<file path="src/rtl/data_memory_master.sv">
// Single-outstanding initiator for a synchronous data memory: IDLE -> ACCESS -> (CAPTURE) -> RESP.
// Fixed latency (write: response 1 edge after accept, read: 2); the response holds until rsp_ready.
module data_memory_master #(
  parameter int ADDR_W = 8,
  parameter int DATA_W = 32
) (
  input  logic              clk,
  input  logic              rst_n,
  input  logic              req_valid,
  output logic              req_ready,
  input  logic              req_wr,
  input  logic [ADDR_W-1:0] req_addr,
  input  logic [DATA_W-1:0] req_wdata,
  output logic              rsp_valid,
  input  logic              rsp_ready,
  output logic [DATA_W-1:0] rsp_rdata,
  output logic              mem_en,
  output logic              mem_wen,
  output logic [ADDR_W-1:0] mem_addr,
  output logic [DATA_W-1:0] mem_wdata,
  input  logic [DATA_W-1:0] mem_rdata,
  output logic [15:0]       xact_count
);

  typedef enum logic [1:0] {IDLE, ACCESS, CAPTURE, RESP} state_t;

  state_t              state;
  logic                lat_wr;
  logic [ADDR_W-1:0]   lat_addr;
  logic [DATA_W-1:0]   lat_wdata;
  logic [15:0]         count_q;

  // Outputs decode only the state and latched registers; rst_n gates ready so it is low during reset.
  assign req_ready  = rst_n && (state == IDLE);
  assign rsp_valid  = (state == RESP);
  assign mem_en     = (state == ACCESS);
  assign mem_wen    = (state == ACCESS) && lat_wr;
  assign mem_addr   = (state == ACCESS) ? lat_addr : '0;
  assign mem_wdata  = ((state == ACCESS) && lat_wr) ? lat_wdata : '0;
  assign xact_count = count_q;

  always_ff @(posedge clk or negedge rst_n) begin
    if (!rst_n) begin
      state     <= IDLE;
      lat_wr    <= 1'b0;
      lat_addr  <= '0;
      lat_wdata <= '0;
      rsp_rdata <= '0;
      count_q   <= '0;
    end else begin
      case (state)
        IDLE: begin
          if (req_valid) begin
            lat_wr    <= req_wr;
            lat_addr  <= req_addr;
            lat_wdata <= req_wdata;
            rsp_rdata <= '0;
            state     <= ACCESS;
          end
        end
        ACCESS: begin
          if (lat_wr) begin
            rsp_rdata <= '0;
            state     <= RESP;
          end else begin
            state     <= CAPTURE;
          end
        end
        CAPTURE: begin
          rsp_rdata <= mem_rdata;
          state     <= RESP;
        end
        RESP: begin
          if (rsp_ready) begin
            count_q <= count_q + 16'd1;
            state   <= IDLE;
          end
        end
        default: state <= IDLE;
      endcase
    end
  end

endmodule

</file>
<file path="config.mk">
export PLATFORM = sky130hd
export DESIGN_NAME = data_memory_master
export DESIGN_NICKNAME = d
export VERILOG_FILES = /design/src/rtl/data_memory_master.sv
export SDC_FILE = /design/constraint.sdc
export NUM_CORES = 1
export LEC_CHECK = 0
export CORE_MARGIN = 2
export CORE_UTILIZATION = 40
export CTS_BUF_LIST = sky130_fd_sc_hd__clkbuf_4 sky130_fd_sc_hd__clkbuf_8
export DETAILED_ROUTE_END_ITERATION = 10
export PLACE_DENSITY = 0.75
export SLEW_MARGIN = 20
export SYNTH_ARGS = -nofsm -noshare
export SYNTH_HDL_FRONTEND = slang
export SYNTH_SLANG_ARGS = --single-unit
</file>
<file path="constraint.sdc">
create_clock -name clk -period 3.2 [get_ports clk]
set_clock_uncertainty 0.1 [all_clocks]
set_input_delay 0.64 -clock clk [delete_from_list [all_inputs] [get_ports clk]]
set_output_delay 0.64 -clock clk [all_outputs]
set_load 0.02 [all_outputs]
</file>
==> results.md <==
- Final setup viols: 0
- CTS tree: built
- Post-DP HPWL: 6900 um
- EDFF count, synth: 0
- Critical path class: flop to output pin
- Total die area: 10600 um^2
- Initial antenna violation count: 0
- Share of power burned in registers: 0.372
- DIE HEIGHT: 103 um
- WL final: 9550 um
- Share of layout cells above drive strength 1: 0.109
- Fin crit share: 0.922
- Clock latency on the worst-skew pair: 350 ps
- Min Tclk post-route: 2950 ps
- Mapped Cells: 353
- R2r setup slk: 750 ps
- Post-synth ARST share: 1.00
- H-tree levels: 3
- Total GRT Usage: 0.175
- Initial Util: 0.408
- Seq/Total Area, Yosys: 0.579
- First-pass GRT wire length: 14700 um
- Nets: about 600
- Multi-input gate area: 1570 um^2
- Number of global-route vias before repair: a little over 3000
- Met2 usage: 0.290
- Inst Count DP: 641
- Primary FF master, synth: dfrtp_1
- # IOs: 169
- WL per Instance: 14.5 um
- Avg Inst Size Synth: 11.1 um^2
- Leak: 2.80 nW
- Worst path arrival time: 2210 ps
- M3 GR Usage: 0.0403
- Sequential cell area: between 2000 and 2500 um^2
- Most frequent cells after synthesis: dfrtp_1, nand2_1, nand3_1
- Cell Rows: 36
- Count leader, synth: dfrtp_1
- Hold Slack: 258 ps
- CP Data Required Time: 2460 ps
- Yosys top cell by area: dfrtp_1
- Vias: around 3100
- Number of CTS-inserted buffers: 9
- Power, Total: 5.30 mW
- Combinational group share of total power: 0.476
- Hold Crit Class: input pin to asynchronous set/reset pin
- Dpl ws: 482 ps
- Largest net degree at the start of global routing: 51
- YS warnings: 0
- Critical-path cell list: inv_1 -> ha_2 -> buf_4 -> and3_1 -> clkdlybuf4s50_1
- Peak supply drop: 0.494 mV
- Worst Setup End Kind: output pin
- Non-Filler Instances: approximately 660
- # DRC: 0
- Final instance area: 5970 um^2
- IO buf count: roughly 170
- Vias per cell: 4.76
- GR peak layer: met2
- Sw Pwr: around 2.1 mW
- Max frequency: about 340 MHz
- Switch share: 0.388
- Mapped cell area: about 3900 um^2
- CP Max Fanout: 18
- Post-synth top area share: 0.579
- PwrDens: 888 nW/um^2
- Net Count, Synth: ~440
- Slew Limit Fails: 0
- DRT antenna net count: 0
- Die width: 103 um
- GR Layer Usage met1: 0.233
- Largest stage delay on the critical path: 620 ps
- DR iter-0 viols: 69
- Final worst slack: 250 ps
- Filler cell count in the final layout: 831
- N_diodes: 0
- Total negative slack: 0 ps
- Placed inst area: 5760 um^2
- GRT Residual Overflow: 0
- Final core utilization: 0.619
- Normalized max-slew margin: 0.276
- Postcts setup bufs: 0
- Top post-synthesis cells by area: dfrtp_1, mux2_2, nand2_1
- CP max-delay cell: clkdlybuf4s50_1
- Worst-Margin Slew: 1090 ps
- RSZ-0062 raised after global routing: no
- Drt first pass iters: 4
- Status: completed
- Max Cap Viol: 0
- Syn-to-layout area delta: 51.8%
- Reg clk slew, reported paths: 100 ps
- Startpoint Class: flop
- CP top delay family: buffers and inverters
- #FFs+latches synth: a little over 90
- Clk pwr share: 0.152
- Root buffer cell: clkbuf_8
- Core area: 9640 um^2
- Buf/Inv on CP: 3
- GPL Wtd Cong: 0.757
- CTS Buffer Depth: 2
- Final Hold Vio Count: 0
- Int Pwr: roughly 3.2 mW
- Clk sinks: 91
- Yosys cell types: 23
## cell usage in the layout (no fill, tap or decap), types with 2 or more instances in the layout
cell,n
inv_1,4
or3_1,2
clkbuf_8,10
buf_4,9
clkdlybuf4s50_1,167
nand3_1,38
nor2b_1,2
ha_1,5
xnor2_1,7
nor2_1,5
dfrtp_1,91
mux2_2,27
nand2_1,69
nand4_1,2
xor2_1,8
inv_6,3
and3_1,34
o31ai_1,2
nor4_1,3
mux2_1,16
and2_1,10
## layout make-up
| cell class | instances | area share |
|---|---|---|
| inverters | 4 | 0.00251 |
| clock inverters | 6 | 0.0117 |
| multi-input cells | 237 | 0.262 |
| flip-flops and latches | 91 | 0.381 |
| clock buffers | 10 | 0.0231 |
| well taps | 133 | 0.0279 |
| repair buffers | 176 | 0.291 |
## worst paths after layout
kind                                          startpoint                         to  cells past startpoint
worst max register to register        lat_wr$_DFFE_PN0P_  rsp_rdata[27]$_DFFE_PN0P_                      4
max in group asynchronous                          rst_n    lat_addr[7]$_DFFE_PN0P_                      3
worst min register to register  rsp_rdata[2]$_DFFE_PN0P_   rsp_rdata[2]$_DFFE_PN0P_                      2
min in group clk                rsp_rdata[2]$_DFFE_PN0P_   rsp_rdata[2]$_DFFE_PN0P_                      2
worst min-delay path                               rst_n  xact_count[5]$_DFFE_PN0P_                      2
worst max-delay path                state[1]$_DFFE_PN0P_              mem_wdata[15]                      5
## sequential cells by signal, summed over array words and instances, names as in the netlist
signal and count:
xact_count 16, lat_wr 1, lat_addr 8, lat_wdata 32, state 2, rsp_rdata 32
## timing repair
action                                  CTS  global route
endpoints found under the setup margin    0            16
resized for setup                         0             1
hold buffers                              0             0
## routing by layer
layer	share of wire	wire length, um	up-vias
met4	0.0076	73	0
met5	0	0	-
met3	0.064	611	8
li1	-	-	1520
met1	0.43	4140	1499
met2	0.49	4730	100
## cell families (layout without fill, tap and decap cells)
family,Yosys count,in the layout,synth area share
compound gates,3,3,0.00572
xor+xnor,15,15,0.0334
fa+ha+maj,6,6,0.0191
buf+inv,25,196,0.0261
flops,91,91,0.579
mux,43,43,0.123
simple gates,170,170,0.214
## power by group through the flow
stage          clock network (mW)  logic, mW  registers, mW
3_5_place_dp                    0       2.55           2.00
2_1_floorplan                   0       1.24           2.16
6_report                    0.804       2.52           1.97
4_1_cts                     0.826       2.57           1.98
5_1_grt                     0.874       2.75           2.05
3_3_place_gp                    0       2.49           1.98
Note: power is estimated with default switching activity, not from simulation.
